<file path="src/rtl/serial_bit_counter_if.sv">
// rtl/serial_bit_counter_if.sv - control/data bundle between the receive FSM and the bit counter datapath
interface serial_bit_counter_if #(
    parameter int DATA_W = 8
);
    logic              SerI;
    logic              En_reg;
    logic              Init_Reg;
    logic              Init_Cnt;
    logic              Inc_Cnt;
    logic [DATA_W-1:0] Reg_Out;
    logic              CO;

    modport master (
        output SerI,
        output En_reg,
        output Init_Reg,
        output Init_Cnt,
        output Inc_Cnt,
        input  Reg_Out,
        input  CO
    );

    modport slave (
        input  SerI,
        input  En_reg,
        input  Init_Reg,
        input  Init_Cnt,
        input  Inc_Cnt,
        output Reg_Out,
        output CO
    );
endinterface

</file>
<file path="src/rtl/serial_bit_counter.sv">
// rtl/serial_bit_counter.sv - LSB-first receive shift register with modulo-DATA_W bit counter and frame carry-out
module serial_bit_counter #(
    parameter int DATA_W = 8,
    parameter int CNT_W  = 3
) (
    input  logic                 Clk,
    input  logic                 Rst,
    serial_bit_counter_if.slave  bus
);
    localparam logic [CNT_W-1:0] CNT_LAST = CNT_W'(DATA_W - 1);

    if (CNT_W != $clog2(DATA_W)) begin : g_bad_cnt_w
        $error("serial_bit_counter: CNT_W must equal clog2(DATA_W)");
    end

    logic [DATA_W-1:0] shreg_q;
    logic [DATA_W-1:0] shreg_d;
    logic [CNT_W-1:0]  cnt_q;
    logic [CNT_W-1:0]  cnt_d;
    logic              cnt_at_last;

    assign cnt_at_last = (cnt_q == CNT_LAST);

    always_comb begin
        shreg_d = shreg_q;
        if (bus.Init_Reg) begin
            shreg_d = '0;
        end else if (bus.En_reg) begin
            shreg_d = {bus.SerI, shreg_q[DATA_W-1:1]};
        end
    end

    // Explicit wrap keeps the counter correct even if DATA_W is not a power of two.
    always_comb begin
        cnt_d = cnt_q;
        if (bus.Init_Cnt) begin
            cnt_d = '0;
        end else if (bus.Inc_Cnt) begin
            cnt_d = cnt_at_last ? '0 : cnt_q + 1'b1;
        end
    end

    always_ff @(posedge Clk) begin
        if (Rst) begin
            shreg_q <= '0;
            cnt_q   <= '0;
        end else begin
            shreg_q <= shreg_d;
            cnt_q   <= cnt_d;
        end
    end

    assign bus.Reg_Out = shreg_q;
    assign bus.CO      = bus.Inc_Cnt & cnt_at_last & ~Rst & ~bus.Init_Cnt;
endmodule

</file>
<file path="src/flat_wrapper.sv">
// flat-port wrapper written by rule: the top's interface ports become plain ports
module serial_bit_counter_flat 
#(
    parameter int DATA_W = 8,
    parameter int CNT_W  = 3
)
  (Clk, Rst, bus_SerI, bus_En_reg, bus_Init_Reg, bus_Init_Cnt, bus_Inc_Cnt, bus_Reg_Out, bus_CO);
  serial_bit_counter_if #(.DATA_W(DATA_W)) bus_i ();
  input  logic Clk;
  input  logic Rst;
  input wire logic [$bits(bus_i.SerI)-1:0] bus_SerI;
  input wire logic [$bits(bus_i.En_reg)-1:0] bus_En_reg;
  input wire logic [$bits(bus_i.Init_Reg)-1:0] bus_Init_Reg;
  input wire logic [$bits(bus_i.Init_Cnt)-1:0] bus_Init_Cnt;
  input wire logic [$bits(bus_i.Inc_Cnt)-1:0] bus_Inc_Cnt;
  output wire logic [$bits(bus_i.Reg_Out)-1:0] bus_Reg_Out;
  output wire logic [$bits(bus_i.CO)-1:0] bus_CO;
  assign bus_i.SerI = bus_SerI;
  assign bus_i.En_reg = bus_En_reg;
  assign bus_i.Init_Reg = bus_Init_Reg;
  assign bus_i.Init_Cnt = bus_Init_Cnt;
  assign bus_i.Inc_Cnt = bus_Inc_Cnt;
  assign bus_Reg_Out = bus_i.Reg_Out;
  assign bus_CO = bus_i.CO;
  serial_bit_counter #(.DATA_W(DATA_W), .CNT_W(CNT_W)) u_core (.Clk(Clk), .Rst(Rst), .bus(bus_i));
endmodule
</file>
<file path="config.mk">
export PLATFORM = sky130hd
export DESIGN_NAME = serial_bit_counter_flat
export DESIGN_NICKNAME = d
export VERILOG_FILES = /design/src/rtl/serial_bit_counter_if.sv /design/src/rtl/serial_bit_counter.sv /design/src/flat_wrapper.sv
export SDC_FILE = /design/constraint.sdc
export NUM_CORES = 1
export LEC_CHECK = 0
export ABC_AREA = 1
export CORE_UTILIZATION = 35
export CTS_CLUSTER_DIAMETER = 200
export DETAILED_ROUTE_END_ITERATION = 8
export GPL_TIMING_DRIVEN = 0
export MAX_ROUTING_LAYER = met4
export SLEW_MARGIN = 20
export SYNTH_ARGS = -nofsm -noshare
export SYNTH_HDL_FRONTEND = slang
export SYNTH_SLANG_ARGS = --single-unit
</file>
<file path="constraint.sdc">
create_clock -name Clk -period 2.3 [get_ports Clk]
set_clock_uncertainty 0.1 [all_clocks]
set_input_delay 0.575 -clock Clk [delete_from_list [all_inputs] [get_ports Clk]]
set_output_delay 0.575 -clock Clk [all_outputs]
set_load 0.005 [all_outputs]
</file>
; Yosys cells after proc, flatten, opt, wreduce, memory -nomap -nowiden
; Index checks and enable logic that the tools add are counted.
[op_classes]
add_sub_neg = 1
div_mod_pow = 0
reduce_logical = 2
n_shift = 0
order_cmp = 0
n_mul = 0
n_mux = 1
bitwise = 5
eq_ne = 1
[op_table]
columns = op, count
row1 = OR reduction 2 bit, 2
row2 = "adder 3 x 1 -> 3 bit, second input constant", 1
row3 = bitwise AND 1 bit, 3
row4 = "== test 3 bit, second input constant", 1
row5 = 2-to-1 mux 3 bit, 1
row6 = NOT 1 bit, 2
[totals]
ram_bits = 0
elab_cells = 12
reg_bits = 11
in_bits = 7
rom_bits = 0
out_inout_bits = 9
mem_count = 0
latchBits = 0

; Longest topological paths before layout
[logic_depth]
ltp_word = 4
mapped_depth = 6
depth_no_buf = 6

; Worst setup path before layout
; OpenSTA, ideal clock, no wires.
[synth_timing]
kind = input port to output port
from = input Rst
to = output bus_CO
t_arrival_ns = 0.869
stages = 3
setup_slack_ns = 0.756
t_required_ns = 1.625
path_cell_list = nor2_2 -> nand2_1 -> nor2_1
[synth_via]
elab_chain_cells = 3
[synth_lines]
columns = element, line
row1 = "start, declared", flat_wrapper.sv:10  ; input logic Rst;
row2 = NOT 1 bit, serial_bit_counter.sv:54  ; assign bus.CO = bus.Inc_Cnt & cnt_at_last & ~Rst & ~bus.Init_Cnt;
row3 = bitwise AND 1 bit (2 in a row), serial_bit_counter.sv:54
row4 = "end, declared", flat_wrapper.sv:17  ; output wire logic [$bits(bus_i.CO)-1:0] bus_CO;
; No other way between the ends.

; Worst setup path after layout
[layout_timing]
from = input bus_Init_Cnt
to = output bus_CO
[layout_via]
elab_chain_cells = 2
[layout_lines]
columns = element, line
row1 = "start, declared", flat_wrapper.sv:14  ; input wire logic [$bits(bus_i.Init_Cnt)-1:0] bus_Init_Cnt;
row2 = NOT 1 bit, serial_bit_counter.sv:54
row3 = bitwise AND 1 bit, serial_bit_counter.sv:54
; No other way between the ends.

==> flow_summary.json <==
{
  "syn_avg_cell_area_um2": 6.807,
  "cts_buffers": 3,
  "setup_viol": 0,
  "syn_inst": 75,
  "numPortBuffers": 14,
  "h-tree-depth": 1,
  "grt_overflow": 0,
  "worst-setup-path-type": "in -> out",
  "grt.busiest_layer": "met2",
  "io_pins": 16,
  "antennaDiodeCount": 0,
  "drive_gt1_frac": 0.1064,
  "vias": 472,
  "slew_headroom": 0.8632,
  "power_mw": 0.3902,
  "drtIter0Drc": 6,
  "final-hold-violation-count": 0,
  "die_y_um": 40.19,
  "grt_use_met1": 0.1544,
  "grt_usage": 0.1584,
  "synth_area_um2": 510.5,
  "grt_pass1_vias": 410,
  "finalCriticalPeriod_ns": 2.169,
  "grt_pass1_wl_um": 1580,
  "p_per_area_mw_per_mm2": 553.9,
  "clock_path_buffers": 2,
  "ant_nets": 0,
  "antenna_found_initial": 0,
  "grt_util_met2": 0.2581,
  "final_common_cell": "nand2_1",
  "die_w_um": 40.19,
  "drv_cap": 0,
  "maxSlewViolCount": 0,
  "route.detailed.drc": 0,
  "end_kind": "output port",
  "cts.sinks": 11,
  "place_congestion": 0.7778,
  "holdCritPathClass": "reg -> reg",
  "synth_seq_cells": 11,
  "synth_cell_types": 9,
  "fin_cells": 109,
  "stdcell_area_um2": 704.4,
  "seq_area_frac_synth": 0.4314,
  "insertion_delay_ns": 0.27,
  "nets": 104,
  "crit_required_ns": 1.62,
  "fmax_mhz": 461.1,
  "areaGrowthSynthToFinish_pct": 37.99,
  "layout_common_cells": "nand2_1 (23), nor2_1 (19), inv_1 (12)",
  "yosys_warnings": 0,
  "place_hpwl_um": 687.4,
  "syn_nets": 84,
  "cts_tree": "built",
  "drt_wl_total_um": 959,
  "crit_arrival_ns": 1.49,
  "finalCritPeriodShare": 0.9429,
  "initial_utilization": 0.3827,
  "grt_max_degree": 11,
  "use_met3": 0.1000,
  "tightest_slew_ns": 0.2047,
  "core.rowCount": 13,
  "cts_root_buf": "clkbuf_4",
  "critPathLaunchType": "primary input",
  "routedWlPerCell_um": 8.798,
  "p_leak_nw": 0.3241,
  "rsz0062_at_grt": "false",
  "placed_cells": 104,
  "first_pass_iters": 3,
  "routed_via_density": 4.330,
  "status": "completed",
  "fillers": 142,
  "worstPathMaxFanout": 2,
  "clk_pin_slew_ns": 0.07,
  "place_area_um2": 669.4,
  "ir_worst_vdd_uv": 412.4,
  "fp.dieArea_mm2": 0.001615,
  "core_mm2": 0.001334
}
final timing paths:
path                         startpoint                    end  slack, ns  cells past startpoint
hold / removal    u_core.bus.Reg_Out[0]  u_core.bus.Reg_Out[0]       0.37                      2
setup reg to reg        u_core.cnt_q[0]        u_core.cnt_q[2]       1.14                      6
hold reg to reg   u_core.bus.Reg_Out[0]  u_core.bus.Reg_Out[0]       0.37                      2
setup / recovery           bus_Init_Cnt                 bus_CO       0.13                      5
worst max-delay path, cell delays in order:
cell and delay [ns]:
clkdlybuf4s50_1 0.44, nor2_4 0.12, nand2_1 0.05, nor2_1 0.07, dlygate4sd2_1 0.23
synthesized netlist by cell type (all sizes together):
cell type,n,area (µm²)
a21oi,2,10.01
buf,2,22.52
dfxtp,11,220.2
ha,2,25.02
inv,12,45.04
nand2,23,86.33
nor2,23,101.4
layout make-up:
type / count / area, µm² / area share
sequential: 11 / 220.2 / 0.3126
clock buffer: 4 / 26.28 / 0.03730
multi-input combinational: 50 / 227.7 / 0.3233
inverter: 12 / 45.04 / 0.06394
buffer: 2 / 22.52 / 0.03197
timing repair buffer: 15 / 143.9 / 0.2043
tap: 15 / 18.77 / 0.02664
state kept, by name (all words and copies together), names as in the netlist:
register / cells
u_core.cnt_q: 3
u_core.bus.Reg_Out: 8
cell families (layout without fill, tap and decap cells):
logic type / Yosys count / count (layout) / share of synthesized area
compound gates: 2 / 2 / 0.01961
fa+ha+maj: 2 / 2 / 0.04901
buf+inv: 14 / 33 / 0.1323
flops: 11 / 11 / 0.4314
simple gates: 46 / 46 / 0.3676
layer usage:
metal,up-vias,share of wire
met5,-,0
met1,207,0.45
met2,11,0.48
met4,0,0
met3,0,0.069
li1,254,-
report_power, final:
group | switching (mW) | internal (mW) | leakage (nW)
sequential | 0.00478 | 0.198 | 0.0898
clock | 0.0636 | 0.0672 | 0.0150
combinational | 0.0267 | 0.0303 | 0.219
total | 0.0951 | 0.295 | 0.324
stage by stage:
| stage | utilization | worst slack (ns) | hold slack, ns | setup TNS, ns |
|---|---|---|---|---|
| after floorplan | - | 0.7559 | 0.3543 | 0 |
| after global placement | 0.5019 | -0.2777 | 0.3596 | -0.2777 |
| after detailed placement | 0.5019 | -0.2829 | 0.3618 | -0.2829 |
| after CTS | 0.5281 | 0.1189 | 0.3714 | 0 |
| after global routing | 0.5281 | 0.05096 | 0.3897 | 0 |
| final | 0.5281 | 0.1313 | 0.3692 | 0 |
repair_timing:
| action | in CTS | in global routing |
|---|---|---|
| setup buffers | 1 | 0 |
| hold endpoints to repair | 0 | 0 |
| setup endpoints to repair | 1 | 0 |
| resized for setup | 4 | 0 |
| hold buffers | 0 | 0 |
No activity file was read; power rests on OpenSTA's default activity.
